[src/rtl/lfsr16.sv]
// Free-running 16-bit Galois LFSR, x^16+x^14+x^13+x^11+1, one step per cycle.
// State is registered; no handshake, never stalls.
module lfsr16 #(
   parameter logic [15:0] SEED = 16'hACE1
) (
   input  logic        clk,
   input  logic        reset,
   output logic [15:0] state_o
);

   localparam logic [15:0] TAPS = 16'hB400;

   logic [15:0] state_q;
   logic [15:0] state_d;

   always_comb begin
      state_d = {1'b0, state_q[15:1]};
      if (state_q[0]) begin
         state_d = state_d ^ TAPS;
      end
   end

   always_ff @(posedge clk or posedge reset) begin
      if (reset) begin
         state_q <= SEED;
      end else begin
         state_q <= state_d;
      end
   end

   assign state_o = state_q;

endmodule

[config.mk]
export PLATFORM = sky130hd
export DESIGN_NAME = lfsr16
export DESIGN_NICKNAME = d
export VERILOG_FILES = /design/src/rtl/lfsr16.sv
export SDC_FILE = /design/constraint.sdc
export NUM_CORES = 1
export LEC_CHECK = 0
export ABC_AREA = 0
export CORE_AREA = 2 2 39 41
export CTS_BUF_LIST = sky130_fd_sc_hd__clkbuf_4
export CTS_CLUSTER_SIZE = 10
export DETAILED_ROUTE_END_ITERATION = 6
export DIE_AREA = 0 0 41 43
export GPL_TIMING_DRIVEN = 1
export PLACE_DENSITY = 0.68
export SYNTH_ARGS = -nofsm -noshare
export SYNTH_HDL_FRONTEND = slang
export SYNTH_SLANG_ARGS = --single-unit
[constraint.sdc]
create_clock -name clk -period 1.6 [get_ports clk]
set_clock_uncertainty 0.1 [all_clocks]
set_input_delay 0.24 -clock clk [delete_from_list [all_inputs] [get_ports clk]]
set_output_delay 0.24 -clock clk [all_outputs]
set_load 0.005 [all_outputs]
Yosys cells after proc, flatten, opt, wreduce, memory -nomap -nowiden:

Index checks and enable logic that the tools add are counted.

* add/sub/neg operators: 0
* $mul: 0
* div/mod/pow operators: 0
* $lt $le $gt $ge: 0
* equality and inequality tests: 0
* shifts and indexed selects: 0
* multiplexer cells: 1
* bitwise operators: 1
* reduce and logical (&&, ||, !) cells: 0

Operators by type and width (count)
* $mux W16: 1
* $not A3 Y4: 1

* register bits: 16
* bits in latches: 0
* memory bits (writable): 0
* ROM bits: 0
* input port bits: 2
* output and inout port bits: 16
* logic and storage cells: 3
* memories: 0

Logic depth before layout (Yosys ltp):

Gate-level depths: netlist of run 1.

* word-level depth: 2
* mapped depth: 1
* depth with buffers taken out: 1

Worst setup path after synthesis of run 1:

No wires, ideal clock.

* path kind: reg-to-output
* from: register state_q[0] (netlist: state_o[0])
* to: output port state_o[0]
* arrival: 0.669 ns
* slack: 0.591 ns
* cell stages (with the launch flop): 2
* path buffers: 1
* cell sequence: dfstp_2 -> buf_4

RTL lines
* from (decl): RTL line 13 `logic [15:0] state_q;`
* from (signal assigned): RTL line 27 `state_q <= state_d;`
* to (decl): RTL line 8 `output logic [15:0] state_o`

No word-level cell between the ends.

Worst setup path in the final report of run 1:

* from: register state_q[14] (netlist: state_o[14])
* to: output port state_o[14]

No word-level cell between the ends.

==> qor.yml, run 1 <==
nets: 46
synth_adder_area_share: 0
drv_slew: 0
syn_area_per_cell_um2: 16.30
synth-seq-area-share: 0.7628
design_area_um2: 661.9
cp.required_ns: 1.26
core_mm2: 0.001384
slowest_stage: "clkdlybuf4s50_1"
worstSetupPathType: "reg -> out"
initial_core_util: 0.3888
largest_register_ffs: 16
crit_fanout: 2
clockBufferDepth: 2
rsz0062_at_grt: "false"
peakVddDrop_uv: 549.7
placed_cell_area_um2: 638.1
rows: 14
grt.total_usage: 0.1215
cts_root_buf: "clkbuf_4"
antenna_left: 0
synth_nets: 35
stdcell_count: 59
crit_family: "buffers and inverters"
overflow: 0
yosys_warnings: 0
clk_pin_slew_ns: 0.09
run_status: "finished clean"
num_vias: 249
die_w_um: 41
fill_cells: 141
drtIter0Drc: 0
antenna_found_initial: 0
setup_tns_ns: 0
maxCapViolCount: 0
synthXorXnorAreaFrac: 0.04884
die_h_um: 43
path_cells: "clkdlybuf4s50_1"
grt_pass1_wl_um: 1283
drive_gt1_frac: 0.3023
grt_start_max_net_pins: 17
finalHoldViolCount: 0
die_area_mm2: 0.001763
antenna_cells: 0
hold_path.class: "in -> async"
post-route-period-util: 0.9427
arrival_ns: 1.17
power-per-cell-area_mw_per_mm2: 930.6
slowest_delay_ns: 0.52
critPathCaptureType: "primary output"
tritoncts: "built"
synth_compound_area_frac: 0
drc: 0
first_pass_iters: 1
wl_um: 769
crit_buf_inv: 1
finalSetupViolCount: 0
synth_top_family_by_area: "buffers and inverters"
grt_pass1_vias: 267
p_leak_nw: 0.3516
crit_path_start_kind: "flop"
post-dp-hpwl_um: 584.4
drt-wirelength-per-cell_um: 13.03
netlist_area_um2: 538.0
placedCellCount: 54
max_slew.worst_pin.slew_ns: 0.5455
insertion_delay_ns: 0.27
htreeDepth: 1
ys_ff_latch: 16
yosys-mux-area-fraction: 0
period_minus_slack_ns: 1.508
slew-limit-headroom: 0.6359
synth-simple-area-share: 0
ios: 18
max_freq_mhz: 663.0
globalplace.congestion: 0.6206
cts-buffers-inserted: 3
ys_types: 5
cts_sinks: 16
portBuffers: 17
syn2layout_area_growth_pct: 23.02
synthCells: 33
holdBufCountCts: 0
viasPerCell: 4.220
## Yosys cell counts
master,n,area [µm²]
dfrtp_1,8,200.2
xor2_1,3,26.28
buf_4,13,97.59
inv_1,1,3.750
dfstp_2,8,210.2
## cell type report
class	count	area, µm²	area share
timing repair buffer	19	175.2	0.2647
clock inverter	1	3.754	0.005671
clock buffer	3	22.52	0.03403
sequential	16	410.4	0.6200
inverter	1	3.754	0.005671
multi-input combinational	3	26.28	0.03970
tap	16	20.02	0.03025
## metal layers
layer	global-route usage	routed length, µm
met1	0.1084	278
met2	0.2000	418
met3	0.05759	63
met4	0.08000	8
met5	0	0
## logic make-up (layout without fill, tap and decap cells)
kind of cell,count (synthesis),after routing
DFF,16,16
xor gates and xnor gates,3,3
buffers and inverters,14,24
## cells in the final DEF (no fill, tap or decap), drive strengths merged
master / instances
dlygate4sd2: 8
inv: 1
xor2: 3
clkinv: 1
clkbuf: 3
dfstp: 8
buf: 2
clkdlybuf4s50: 9
dfrtp: 8
## path summary, 6_finish.rpt
| kind | startpoint | to | slack [ns] | cells after the start |
|---|---|---|---|---|
| max in group asynchronous | reset | state_o[13]$_DFF_PP1_ | 0.82 | 2 |
| worst min-delay path | reset | state_o[4]$_DFF_PP0_ | 0.21 | 2 |
| worst max-delay path | state_o[14]$_DFF_PP0_ | state_o[14] | 0.09 | 1 |
| worst max register to register | state_o[0]$_DFF_PP1_ | state_o[13]$_DFF_PP1_ | 0.60 | 2 |
| worst min register to register | state_o[7]$_DFF_PP1_ | state_o[6]$_DFF_PP1_ | 0.27 | 0 |
| min in group clk | state_o[7]$_DFF_PP1_ | state_o[6]$_DFF_PP1_ | 0.27 | 0 |
## power by group
part / internal (mW) / switching [mW]
combinational: 0.00227 / 0.00707
clock: 0.0901 / 0.111
sequential: 0.405 / 0
## metrics by stage
| stage | utilization | worst slack, ns | power (mW) | hold WS [ns] |
|---|---|---|---|---|
| 2_1_floorplan | - | 0.5913 | 0.4182 | 0.04801 |
| 3_3_place_gp | 0.4611 | 0.2423 | 0.4214 | 0.2561 |
| 3_5_place_dp | 0.4611 | 0.2423 | 0.4223 | 0.2570 |
| 4_1_cts | 0.4783 | 0.07836 | 0.6268 | 0.2343 |
| 5_1_grt | 0.4783 | 0.04297 | 0.6447 | 0.2538 |
| 6_report | 0.4783 | 0.09162 | 0.6160 | 0.2103 |
## timing repair
item,in CTS,in global routing
buffers inserted,1,0
endpoints found under the setup margin,8,0
gates resized for setup,8,0
Power figures use the tool's default switching activity.
==> inputs of run 2 (changes only) <==
--- a/config.mk
+++ b/config.mk
@@ -7,7 +7,7 @@
 export LEC_CHECK = 0
 export ABC_AREA = 0
 export CORE_AREA = 2 2 39 41
-export CTS_BUF_LIST = sky130_fd_sc_hd__clkbuf_4
+export CTS_BUF_LIST = sky130_fd_sc_hd__clkbuf_2 sky130_fd_sc_hd__clkbuf_4 sky130_fd_sc_hd__clkbuf_8
 export CTS_CLUSTER_SIZE = 10
 export DETAILED_ROUTE_END_ITERATION = 6
 export DIE_AREA = 0 0 41 43
==> run 2 against run 1 <==
Against the previous run: die area unchanged; cell area up 1.5%; non-clock buffer count unchanged; register-to-register slack about the same; hold slack better by 0.00095 ns; first-iteration DRC count up 2; clock power up 24%; cell count unchanged; sequential power about the same; highest routed layer unchanged.
==> qor.yml, run 2 (synthesis results as in run 1) <==
run_status: "finished clean"
htreeDepth: 1
die_h_um: 43
portBuffers: 17
antenna_found_initial: 0
slowest_delay_ns: 0.52
post-dp-hpwl_um: 584.4
clockBufferDepth: 2
finalSetupViolCount: 0
crit_fanout: 2
crit_buf_inv: 1
fill_cells: 140
crit_path_start_kind: "flop"
peakVddDrop_uv: 548.9
cts_sinks: 16
preCtsSetupSlack_ns: 0.2423
overflow: 0
grt_util_met3: 0.05759
setup_slack_ns: 0.09033
die_area_mm2: 0.001763
p_leak_nw: 0.3572
clk_pin_slew_ns: 0.09
core_mm2: 0.001384
slew-limit-headroom: 0.6360
final_common_cell: "clkdlybuf4s50_1"
wl_um: 764
cts_root_buf: "clkbuf_4"
setup_tns_ns: 0
drt-wirelength-per-cell_um: 12.95
tritoncts: "built"
grt_start_max_net_pins: 17
clockPowerShare: 0.376
first_pass_iters: 2
rr_startpoint: "state_o[0]$_DFF_PP1_"
num_vias: 255
layout_common_cells: "clkdlybuf4s50_1 (9), dlygate4sd2_1 (8), dfstp_2 (8), dfrtp_1 (8)"
initial_core_util: 0.3888
crit_family: "buffers and inverters"
stdcell_count: 59
maxCapViolCount: 0
critPathCaptureType: "primary output"
syn2layout_area_growth_pct: 24.88
antenna_cells: 0
arrival_ns: 1.17
grt.total_usage: 0.1184
drc: 0
drtIter0Drc: 2
largest_register_ffs: 16
seqCellArea_um2: 410.4
period_minus_slack_ns: 1.510
drv_slew: 0
busiest_layer: "met2"
rrSetupSlack_ns: 0.60
antenna_left: 0
insertion_delay_ns: 0.27
r2r.worst_path.cells: 2
grt_pass1_wl_um: 1269
post-route-period-util: 0.9435
path_cells: "clkdlybuf4s50_1"
worstSetupPathType: "reg -> out"
use_met1: 0.1084
rows: 14
multi_input_area_um2: 26.28
globalplace.congestion: 0.6206
cts-buffers-inserted: 3
swShare: 0.1785
internal_power_mw: 0.5455
hold_path.class: "in -> async"
power-per-cell-area_mw_per_mm2: 988.3
grt_pass1_vias: 266
timing.rr.end: "state_o[13]$_DFF_PP1_"
slowest_stage: "clkdlybuf4s50_1"
max_freq_mhz: 662.4
die_w_um: 41
sequentialPowerShare: 0.610
placedCellCount: 54
drive_gt1_frac: 0.3256
nets: 46
cp.required_ns: 1.26
p_comb_frac: 0.014
ios: 18
viasPerCell: 4.322
finalHoldViolCount: 0
max_slew.worst_pin.slew_ns: 0.5455
rsz0062_at_grt: "false"
met2_usage: 0.2000
final_util: 0.4855
p_switching_mw: 0.1185
run 2: cell types whose count changed in the layout (fill, tap and decap cells not counted):
cell and delta:
clkinv_1 -1, clkbuf_8 +1
run 2: routing by layer:
metal / part of all wire / up-vias / routed length [µm]
met4: 0.010 / 0 / 8
met2: 0.54 / 12 / 415
met5: 0 / - / 0
met3: 0.082 / 2 / 63
met1: 0.36 / 133 / 276
li1: - / 108 / -
run 2: timing repair:
action / CTS / global route
endpoints found under the setup margin: 8 / 0
hold buffers: 0 / 0
resized for setup: 8 / 0
buffers inserted: 1 / 0
run 2: worst max-delay path by stage:
stage / cells past startpoint / endpoint / slack (ns) / start
2_1_floorplan: 1 / state_o[0] / 0.59 / state_o[0]$_DFF_PP1_
3_3_place_gp: 1 / state_o[13] / 0.24 / state_o[13]$_DFF_PP1_
3_5_place_dp: 1 / state_o[5] / 0.24 / state_o[5]$_DFF_PP1_
4_1_cts: 1 / state_o[14] / 0.08 / state_o[14]$_DFF_PP0_
5_1_grt: 1 / state_o[1] / 0.04 / state_o[1]$_DFF_PP0_
6_report: 1 / state_o[14] / 0.09 / state_o[14]$_DFF_PP0_
run 2: power by group through the flow:
stage | clock network, mW | logic (mW) | registers, mW
2_1_floorplan | 0 | 0.00593 | 0.412
3_3_place_gp | 0 | 0.00917 | 0.412
3_5_place_dp | 0 | 0.0100 | 0.412
4_1_cts | 0.260 | 0.0102 | 0.405
5_1_grt | 0.276 | 0.0110 | 0.405
6_report | 0.249 | 0.00934 | 0.405
run 2: per-stage QoR:
step | hold WS [ns] | total power, mW | cell area, µm²
floorplan | 0.04801 | 0.4182 | 538.0
finish | 0.2112 | 0.6640 | 671.9
CTS | 0.2356 | 0.6755 | 671.9
global placement | 0.2561 | 0.4214 | 638.1
detailed placement | 0.2570 | 0.4223 | 638.1
global route | 0.2568 | 0.6925 | 671.9
run 2: cell type report:
class,instances,area share
timing repair buffer,19,0.2607
tap,16,0.02980
multi-input combinational,3,0.03911
clock buffer,4,0.05400
sequential,16,0.6108
inverter,1,0.005587
==> inputs of run 3 (changes only) <==
--- a/config.mk
+++ b/config.mk
@@ -6,13 +6,13 @@
 export NUM_CORES = 1
 export LEC_CHECK = 0
 export ABC_AREA = 0
-export CORE_AREA = 2 2 39 41
+export CORE_MARGIN = 1
+export CORE_UTILIZATION = 29
 export CTS_BUF_LIST = sky130_fd_sc_hd__clkbuf_2 sky130_fd_sc_hd__clkbuf_4 sky130_fd_sc_hd__clkbuf_8
 export CTS_CLUSTER_SIZE = 10
 export DETAILED_ROUTE_END_ITERATION = 6
-export DIE_AREA = 0 0 41 43
 export GPL_TIMING_DRIVEN = 1
-export PLACE_DENSITY = 0.68
+export PLACE_DENSITY = 0.51
 export SYNTH_ARGS = -nofsm -noshare
 export SYNTH_HDL_FRONTEND = slang
 export SYNTH_SLANG_ARGS = --single-unit
==> run 3 against run 2 <==
Against the previous run: clock power up 2%; hold slack got worse by 0.0036 ns; first-iteration DRC count down 50%; critical path depth unchanged; worst setup slack lost 0.011 ns; largest cell class unchanged.
==> qor.yml, run 3 (synthesis results as in run 1) <==
cts-buffers-inserted: 3
holdBufCountCts: 0
multi_input_area_um2: 26.28
viasPerCell: 3.716
sequentialPowerShare: 0.606
period_minus_slack_ns: 1.520
drive_gt1_frac: 0.3095
power-per-cell-area_mw_per_mm2: 989.1
grt_start_max_net_pins: 17
die_area_mm2: 0.002031
setup_tns_ns: 0
layout_common_cells: "clkdlybuf4s50_1 (9), dlygate4sd2_1 (8), dfstp_2 (8), dfrtp_1 (8)"
htreeDepth: 1
grt.total_usage: 0.1028
antenna_cells: 0
slowest_stage: "clkdlybuf4s50_1"
p_comb_frac: 0.014
overflow: 0
nets: 45
clk_pin_slew_ns: 0.09
hold_path.class: "in -> async"
tritoncts: "built"
rsz0062_at_grt: "false"
run_status: "finished clean"
first_pass_iters: 2
max_slew.worst_pin.slew_ns: 0.5606
insertion_delay_ns: 0.28
cp.depth: 1
num_vias: 249
path_cells: "clkdlybuf4s50_1"
worstSetupPathType: "reg -> out"
die_h_um: 45.07
drt-wirelength-per-cell_um: 11.78
swShare: 0.1832
die_w_um: 45.07
slew-limit-headroom: 0.6259
finalHoldViolCount: 0
max_freq_mhz: 657.7
total_power_mw: 0.6683
cts_root_buf: "clkbuf_4"
crit_path_start_kind: "flop"
post-dp-hpwl_um: 528.5
portBuffers: 17
globalplace.congestion: 0.6982
finalSetupViolCount: 0
critPathCaptureType: "primary output"
ios: 18
slowest_delay_ns: 0.51
drtIter0Drc: 1
post-route-period-util: 0.9503
grt_pass1_vias: 257
antenna_found_initial: 0
drv_slew: 0
rr_startpoint: "state_o[0]$_DFF_PP1_"
clockBufferDepth: 2
crit_family: "buffers and inverters"
wl_um: 789
cts_sinks: 16
internal_power_mw: 0.5458
crit_fanout: 2
grt_pass1_wl_um: 1324
syn2layout_area_growth_pct: 25.58
core_mm2: 0.001727
endpoint: "state_o[1]"
cp.required_ns: 1.26
p_leak_nw: 0.3517
timing.rr.end: "state_o[10]$_DFF_PP1_"
crit_buf_inv: 1
initial_core_util: 0.3116
clockPowerShare: 0.379
rrSetupSlack_ns: 0.57
arrival_ns: 1.18
peakVddDrop_uv: 677.7
largest_register_ffs: 16
fill_cells: 176
drc: 0
antenna_left: 0
r2r.worst_path.cells: 2
final_common_cell: "clkdlybuf4s50_1"
seqCellArea_um2: 410.4
cp-startpoint: "state_o[1]$_DFF_PP0_"
rows: 15
maxCapViolCount: 0
p_switching_mw: 0.1224
==> run 3: cell count changes in the layout (fill, tap and decap cells not counted), sizes merged <==
cell	before	now
buf	2	1
==> run 3: through the flow <==
step	setup slack (ns)	area, µm²	cells	hold slack, ns	util
after floorplan	0.5913	538.0	33	0.04801	-
after global placement	0.1886	641.9	62	0.2553	0.3717
after detailed placement	0.1658	641.9	62	0.2597	0.3717
after CTS	0.05816	675.6	67	0.2206	0.3913
after global routing	0.02360	675.6	67	0.2529	0.3913
final	0.07954	675.6	67	0.2076	0.3913
==> run 3: final cells by class <==
class                           count  share of cell area
Sequential cell                    16              0.6074
Timing Repair Buffer               18              0.2481
Clock buffer                        4             0.05370
Tap cell                           25             0.04630
Multi-Input combinational cell      3             0.03889
Inverter                            1            0.005556
==> run 3: how the worst min path moves through the flow <==
stage	from	endpoint	slack [ns]
finish	reset	state_o[2]$_DFF_PP0_	0.21
global route	reset	state_o[3]$_DFF_PP0_	0.25
CTS	reset	state_o[4]$_DFF_PP0_	0.22
detailed placement	state_o[7]$_DFF_PP1_	state_o[6]$_DFF_PP1_	0.26
global placement	state_o[7]$_DFF_PP1_	state_o[6]$_DFF_PP1_	0.26
floorplan	reset	state_o[12]$_DFF_PP0_	0.05
==> run 3: timing repair <==
item / in CTS / in global routing
hold endpoints to repair: 0 / 0
setup endpoints to repair: 8 / 0
gates resized for setup: 8 / 0
buffers inserted: 1 / 0
==> run 3: metal layers <==
layer / vias to the layer above / share of wire / track usage
met5: - / 0 / 0
met4: 0 / 0 / 0.03636
met3: 0 / 0.12 / 0.08400
met2: 18 / 0.48 / 0.1420
met1: 128 / 0.40 / 0.1178
li1: 103 / - / -
==> run 3: power by group through the flow <==
stage	Combinational, mW	Clock, mW	Sequential (mW)
2_1_floorplan	0.00593	0	0.412
5_1_grt	0.0118	0.291	0.405
6_report	0.00954	0.254	0.405
3_5_place_dp	0.0102	0	0.412
4_1_cts	0.0103	0.271	0.405
3_3_place_gp	0.00930	0	0.412
